## config.mk

```make
export PLATFORM = sky130hd
export DESIGN_NAME = uart_msg_rx
export DESIGN_NICKNAME = d
export VERILOG_FILES = /design/src/rtl/uart_msg_pkg.sv /design/src/rtl/uart_msg_rx_byte.sv /design/src/rtl/uart_msg_rx.sv
export SDC_FILE = /design/constraint.sdc
export NUM_CORES = 1
export LEC_CHECK = 0
export ABC_CLOCK_PERIOD_IN_PS = 4300
export CAP_MARGIN = 15
export CORE_MARGIN = 3
export CORE_UTILIZATION = 30
export CTS_CLUSTER_DIAMETER = 150
export DETAILED_ROUTE_END_ITERATION = 7
export PLACE_DENSITY = 0.54
export SKIP_LAST_GASP = 1
export SYNTH_ARGS = -nofsm -noshare
export SYNTH_HDL_FRONTEND = slang
export SYNTH_SLANG_ARGS = --single-unit
```

## constraint.sdc

```tcl
create_clock -name clk -period 4.3 [get_ports clk]
set_clock_uncertainty 0.2 [all_clocks]
set_input_delay 0.645 -clock clk [delete_from_list [all_inputs] [get_ports clk]]
set_output_delay 0.645 -clock clk [all_outputs]
set_load 0.1 [all_outputs]
```

## src/rtl/uart_msg_pkg.sv

```systemverilog
// Shared types and constants for the UART message receiver: RX bit-FSM states,
// terminator default, colour codes and the "GBI<d>-<X>-#" command decoder.
package uart_msg_pkg;

    typedef enum logic [1:0] {
        RX_IDLE,
        RX_START,
        RX_DATA,
        RX_STOP
    } rx_state_e;

    localparam logic [7:0] TERM_CHAR_DEF = 8'h23;

    // Same codes the colour sensor path produces
    localparam logic [2:0] COL_RED   = 3'b100;
    localparam logic [2:0] COL_GREEN = 3'b010;
    localparam logic [2:0] COL_BLUE  = 3'b001;

    typedef struct packed {
        logic       ok;
        logic [3:0] node;
        logic [2:0] color;
    } gbi_cmd_t;

    function automatic gbi_cmd_t parse_gbi(input logic [63:0] m);
        gbi_cmd_t r;
        r.ok    = (m[63:40] == "GBI") && (m[31:24] == "-") && (m[15:0] == "-#") &&
                  (m[39:32] >= "0") && (m[39:32] <= "9");
        r.node  = m[35:32];
        case (m[23:16])
            "D":     r.color = COL_GREEN;
            "W":     r.color = COL_BLUE;
            "M":     r.color = COL_RED;
            default: begin
                r.color = '0;
                r.ok    = 1'b0;
            end
        endcase
        return r;
    endfunction

endpackage

```

## src/rtl/uart_msg_rx_byte.sv

```systemverilog
// UART 8N1 byte receiver: 2-FF synchroniser, bit FSM and baud counter.
// Emits a registered one-cycle valid (good stop bit) or frame_err pulse.
module uart_rx_byte
    import uart_msg_pkg::*;
#(
    parameter int unsigned CLKS_PER_BIT = 434
) (
    input  logic       clk_i,
    input  logic       rst_i,
    input  logic       rx_i,
    output logic       valid_o,
    output logic [7:0] data_o,
    output logic       frame_err_o,
    output logic       busy_o
);

    localparam int unsigned CW = $clog2(CLKS_PER_BIT);
    localparam logic [CW-1:0] CNT_FULL = CW'(CLKS_PER_BIT - 1);
    localparam logic [CW-1:0] CNT_HALF = CW'(CLKS_PER_BIT / 2 - 1);

    logic            sync1_q, sync2_q;
    rx_state_e       state_q, state_d;
    logic [CW-1:0]   cnt_q, cnt_d;
    logic [2:0]      bit_q, bit_d;
    logic [7:0]      shreg_q, shreg_d;
    logic            armed_q, armed_d;
    logic            valid_q, valid_d;
    logic [7:0]      data_q, data_d;
    logic            ferr_q, ferr_d;
    logic            rx_s;

    assign rx_s = sync2_q;

    always_ff @(posedge clk_i) begin
        if (rst_i) begin
            sync1_q <= 1'b1;
            sync2_q <= 1'b1;
            state_q <= RX_IDLE;
            cnt_q   <= '0;
            bit_q   <= '0;
            shreg_q <= '0;
            armed_q <= 1'b0;
            valid_q <= 1'b0;
            data_q  <= '0;
            ferr_q  <= 1'b0;
        end else begin
            sync1_q <= rx_i;
            sync2_q <= sync1_q;
            state_q <= state_d;
            cnt_q   <= cnt_d;
            bit_q   <= bit_d;
            shreg_q <= shreg_d;
            armed_q <= armed_d;
            valid_q <= valid_d;
            data_q  <= data_d;
            ferr_q  <= ferr_d;
        end
    end

    always_comb begin
        state_d = state_q;
        cnt_d   = cnt_q;
        bit_d   = bit_q;
        shreg_d = shreg_q;
        armed_d = armed_q;
        valid_d = 1'b0;
        data_d  = data_q;
        ferr_d  = 1'b0;
        case (state_q)
            // Re-arm only after the line has been seen high, so a held-low line cannot retrigger
            RX_IDLE: begin
                if (!armed_q) begin
                    armed_d = rx_s;
                end else if (!rx_s) begin
                    state_d = RX_START;
                    cnt_d   = '0;
                    armed_d = 1'b0;
                end
            end
            RX_START: begin
                if (cnt_q == CNT_HALF) begin
                    cnt_d   = '0;
                    bit_d   = '0;
                    state_d = rx_s ? RX_IDLE : RX_DATA;
                end else begin
                    cnt_d = cnt_q + CW'(1);
                end
            end
            RX_DATA: begin
                if (cnt_q == CNT_FULL) begin
                    cnt_d   = '0;
                    shreg_d = {rx_s, shreg_q[7:1]};
                    if (bit_q == 3'd7) begin
                        state_d = RX_STOP;
                    end else begin
                        bit_d = bit_q + 3'd1;
                    end
                end else begin
                    cnt_d = cnt_q + CW'(1);
                end
            end
            RX_STOP: begin
                if (cnt_q == CNT_FULL) begin
                    cnt_d   = '0;
                    state_d = RX_IDLE;
                    if (rx_s) begin
                        valid_d = 1'b1;
                        data_d  = shreg_q;
                    end else begin
                        ferr_d = 1'b1;
                    end
                end else begin
                    cnt_d = cnt_q + CW'(1);
                end
            end
            default: state_d = RX_IDLE;
        endcase
    end

    assign valid_o     = valid_q;
    assign data_o      = data_q;
    assign frame_err_o = ferr_q;
    assign busy_o      = (state_q != RX_IDLE);

endmodule

```

## src/rtl/uart_msg_rx.sv

```systemverilog
// UART message receiver: assembles TERM_CHAR-terminated messages of up to MAX_CHARS bytes.
// Define UART_MSG_PARSE_EN to enable the "GBI<d>-<X>-#" node/colour parser.
module uart_msg_rx
    import uart_msg_pkg::*;
#(
    parameter int unsigned CLK_FREQ  = 50000000,
    parameter int unsigned BAUD      = 115200,
    parameter int unsigned MAX_CHARS = 8,
    parameter logic [7:0]  TERM_CHAR = TERM_CHAR_DEF
) (
    input  logic                     clk,
    input  logic                     rst,
    input  logic                     rx,
    output logic                     byte_valid,
    output logic [7:0]               byte_data,
    output logic                     msg_valid,
    output logic [8*MAX_CHARS-1:0]   msg,
    output logic [3:0]               msg_len,
    output logic                     frame_err,
    output logic                     ovf_err,
    output logic                     busy,
    output logic [3:0]               node_id,
    output logic [2:0]               color,
    output logic                     parse_err
);

    localparam int unsigned CLKS_PER_BIT = CLK_FREQ / BAUD;
    localparam int unsigned MW           = 8 * MAX_CHARS;
    localparam logic [3:0]  MAX_C        = 4'(MAX_CHARS);

    logic          rx_valid, rx_ferr;
    logic [7:0]    rx_data;

    uart_rx_byte #(.CLKS_PER_BIT(CLKS_PER_BIT)) u_rx (
        .clk_i       (clk),
        .rst_i       (rst),
        .rx_i        (rx),
        .valid_o     (rx_valid),
        .data_o      (rx_data),
        .frame_err_o (rx_ferr),
        .busy_o      (busy)
    );

    // At most MAX_CHARS-1 bytes are ever held; the last one is either the terminator or an overflow
    logic [MW-9:0] mbuf_q, mbuf_d;
    logic [MW-1:0] shifted;
    logic [3:0]    count_q, count_d;
    logic [MW-1:0] msg_q, msg_d;
    logic [3:0]    len_q, len_d;
    logic          bv_q, bv_d;
    logic [7:0]    bd_q, bd_d;
    logic          mv_q, mv_d;
    logic          ovf_q, ovf_d;
    logic          fe_q, fe_d;
    logic          term_hit;

    assign shifted  = {mbuf_q, rx_data};
    assign term_hit = rx_valid && (rx_data == TERM_CHAR);

    always_ff @(posedge clk) begin
        if (rst) begin
            mbuf_q  <= '0;
            count_q <= '0;
            msg_q   <= '0;
            len_q   <= '0;
            bv_q    <= 1'b0;
            bd_q    <= '0;
            mv_q    <= 1'b0;
            ovf_q   <= 1'b0;
            fe_q    <= 1'b0;
        end else begin
            mbuf_q  <= mbuf_d;
            count_q <= count_d;
            msg_q   <= msg_d;
            len_q   <= len_d;
            bv_q    <= bv_d;
            bd_q    <= bd_d;
            mv_q    <= mv_d;
            ovf_q   <= ovf_d;
            fe_q    <= fe_d;
        end
    end

    always_comb begin
        mbuf_d  = mbuf_q;
        count_d = count_q;
        msg_d   = msg_q;
        len_d   = len_q;
        bv_d    = 1'b0;
        bd_d    = bd_q;
        mv_d    = 1'b0;
        ovf_d   = 1'b0;
        fe_d    = 1'b0;
        if (rx_valid) begin
            bv_d = 1'b1;
            bd_d = rx_data;
            if (term_hit) begin
                msg_d   = shifted;
                len_d   = count_q + 4'd1;
                mv_d    = 1'b1;
                mbuf_d  = '0;
                count_d = '0;
            end else if (count_q + 4'd1 == MAX_C) begin
                ovf_d   = 1'b1;
                mbuf_d  = '0;
                count_d = '0;
            end else begin
                mbuf_d  = shifted[MW-9:0];
                count_d = count_q + 4'd1;
            end
        end else if (rx_ferr) begin
            fe_d    = 1'b1;
            mbuf_d  = '0;
            count_d = '0;
        end
    end

    assign byte_valid = bv_q;
    assign byte_data  = bd_q;
    assign msg_valid  = mv_q;
    assign msg        = msg_q;
    assign msg_len    = len_q;
    assign ovf_err    = ovf_q;
    assign frame_err  = fe_q;

`ifdef UART_MSG_PARSE_EN
    logic [3:0] node_q, node_d;
    logic [2:0] color_q, color_d;
    logic       perr_q, perr_d;
    gbi_cmd_t   cmd;

    always_comb begin
        cmd     = parse_gbi(shifted[63:0]);
        node_d  = node_q;
        color_d = color_q;
        perr_d  = 1'b0;
        if (term_hit) begin
            if ((count_q == 4'd7) && cmd.ok) begin
                node_d  = cmd.node;
                color_d = cmd.color;
            end else begin
                perr_d = 1'b1;
            end
        end
    end

    always_ff @(posedge clk) begin
        if (rst) begin
            node_q  <= '0;
            color_q <= '0;
            perr_q  <= 1'b0;
        end else begin
            node_q  <= node_d;
            color_q <= color_d;
            perr_q  <= perr_d;
        end
    end

    assign node_id   = node_q;
    assign color     = color_q;
    assign parse_err = perr_q;
`else
    assign node_id   = '0;
    assign color     = '0;
    assign parse_err = 1'b0;
`endif

endmodule

```

==> impl_metrics.yaml <==
outcome:
  status: "finished, final reports clean"
placement:
  port_buffers: 83
  dp_hpwl_mm: 9.80
  routabilityCongestion: 0.730
  placed_area_um2: 7230
hold_path:
  holdCritPathClass: "reg2reg"
cts:
  numClockSinks: 175
  clockRootBuffer: "clkbuf_16"
  clk_pin_slew_ns: 0.07
  numCtsBuffers: 17
  cts_resized: 0
  htree_levels: 4
  tritoncts: "yes"
  clock_latency_ns: 0.43
  cts_buffer_depth: 2
  cts_setup_buffers: 0
  cts_hold_buf: 0
synth:
  synth_cells: 657
  yosysTopAreaCellShare: 0.562
  syn_avg_cell_area_um2: 9.50
  yosysWarnings: 0
  async_flop_share: 0
  synthFlopType: "dfxtp_1"
  synth-edff-count: 0
  synth.ff_latch_count: 175
  synth_cell_types: 49
  synth.area.top_cells: "dfxtp_1 56%, a22o_1 8.0%, nand2_1 7.8%"
  seq_area_frac_synth: 0.562
  syn_area_um2: 6240
  yosys.area.top_type: "dfxtp_1"
timing:
  fin_crit_sh: 0.728
  maxSlewViolCount: 0
  setup_viol: 0
  finalSetupTns_ns: 0
  rsz0062_at_grt: "no"
  slew_headroom: 0.241
  hold_violations: 0
  post-route-min-period_ns: 3.13
  fmax_ghz: 0.320
  worst_pin_slew_ns: 1.14
final_layout:
  drive_gt1_frac: 0.0739
  fin_area_um2: 7830
  register_area_um2: 3500
  area_growth_pct: 25.5
  layout_commonest_cell: "dfxtp_1"
  final_nets: 727
  antenna_cells: 0
  multi_input_area_um2: 2490
  fillers: 2032
  final_cell_mix: "175 x dfxtp_1, 130 x nand2_1, 82 x clkdlybuf4s50_1"
pwr:
  pwr-share-seq: 0.505
  power.switching_mw: 0.748
  power_leakage_nw: 2.70
  clockPowerShare: 0.474
  p_per_area_nw_per_um2: 411
  intPower_mw: 2.47
  sw_frac_of_total: 0.233
  p_comb_frac: 0.021
  vdd.ir_drop.worst_v: 0.000252
flow_run:
  drv_cap: 0
grt:
  antenna_found_initial: 0
  grtUsageTotal: 0.132
  grt_overflow: 0
  grt_pass1_vias: 4481
  grt_max_degree: 111
  grt_pass1_wl_mm: 23.5
die:
  rows: 52
  die_h_um: 150
  fp.dieArea_um2: 22600
  die_w_um: 150
  coreArea_um2: 20400
  ioPinCount: 92
  start_util: 0.306
setup_path:
  critPathMaxFanout: 10
  critPathArrivalTime_ns: 2.28
  crit_type: "reg2out"
  startpoint_type: "register"
  cp-end-kind: "output port"
  worst_ep_required_time_ns: 3.45
routing:
  first_pass_iters: 4
  dr.first_iter.drc_count: 278
  viasPerCell: 4.74
  vias: 4746
  drc: 0
  wl_mm: 14.7
  postRouteAntennaNets: 0
  wl_per_cell_um: 14.7
[stage by stage]
stage / power, mW / cells / hold slack [ns] / setup slack (ns) / utilization
after global routing: 3.33 / 1001 / 0.236 / 1.09 / 0.384
after global placement: 1.73 / 968 / 0.196 / 1.51 / 0.355
after CTS: 3.26 / 1000 / 0.214 / 1.14 / 0.384
after floorplan: 1.73 / 664 / 0.189 / 1.58 / -
final: 3.21 / 1001 / 0.210 / 1.17 / 0.384
after detailed placement: 1.73 / 968 / 0.196 / 1.47 / 0.355
[final cells by class]
| cell class | count | area share |
|---|---|---|
| flip-flops and latches | 175 | 0.448 |
| multi-input cells | 427 | 0.318 |
| repair buffers | 90 | 0.113 |
| clock buffers | 18 | 0.0561 |
| well taps | 270 | 0.0432 |
| clock inverters | 14 | 0.0190 |
| inverters | 7 | 0.00336 |
[logic make-up after synthesis]
logic type | Yosys count | synth area share
DFF | 175 | 0.562
muxes | 29 | 0.0469
AOI/OAI and AO/OA | 154 | 0.166
other | 1 | 0.000601
adders and majority gates | 6 | 0.0120
and+or+nand+nor | 228 | 0.164
buffers and inverters | 62 | 0.0457
xor gates and xnor gates | 2 | 0.00281
[path summary, 6_finish.rpt]
path | startpoint | end | slack, ns | cells after the start
worst max-delay path | register | busy | 1.17 | 2
worst min-delay path | u_rx.sync1_q$_SDFF_PP1_ | u_rx.rx_s$_SDFF_PP1_ | 0.21 | 1
worst max register to register | u_rx.data_o[2]$_SDFFE_PP0P_ | count_q[0]$_SDFFE_PP0P_ | 1.46 | 4
worst min register to register | u_rx.sync1_q$_SDFF_PP1_ | u_rx.rx_s$_SDFF_PP1_ | 0.21 | 1
[state kept, by name (all words and copies together) (netlist names), 3 cells and up, named ones only]
name          cells
u_rx.bit_q        3
count_q           4
u_rx.shreg_q      8
msg_len           4
mbuf_q           56
u_rx.cnt_q        9
msg              64
u_rx.data_o       8
byte_data         8
[per-layer routing]
layer / track usage / up-vias / wire [um]
met5: 0 / - / 0
met4: 0.0480 / 0 / 202
li1: - / 2405 / -
met1: 0.178 / 2221 / 7040
met3: 0.0370 / 14 / 758
met2: 0.201 / 106 / 6670
[synthesized netlist by cell type (all sizes together), types with 3 or more instances]
library cell / count
a21oi: 67
a22o: 57
a31oi: 5
and3: 6
buf: 15
clkbuf: 40
dfxtp: 175
ha: 6
inv: 7
mux2i: 27
nand2: 130
nand2b: 5
nand3: 8
nor2: 41
nor2b: 3
nor3: 9
nor3b: 4
nor4: 4
o21a: 3
o21ai: 9
or2: 4
[worst max-delay path: stages, from the launching register on]
cell and delay [ns]:
dfxtp_1 0.48, or2_2 0.22, clkdlybuf4s50_1 1.15
[power groups by stage]
stage / combinational, mW / sequential [mW] / clock, mW
floorplan: 0.0650 / 1.66 / 0
finish: 0.0682 / 1.62 / 1.52
global placement: 0.0673 / 1.66 / 0
global route: 0.0729 / 1.62 / 1.63
CTS: 0.0684 / 1.62 / 1.57
detailed placement: 0.0683 / 1.66 / 0
No activity file was read; power rests on OpenSTA's default activity.
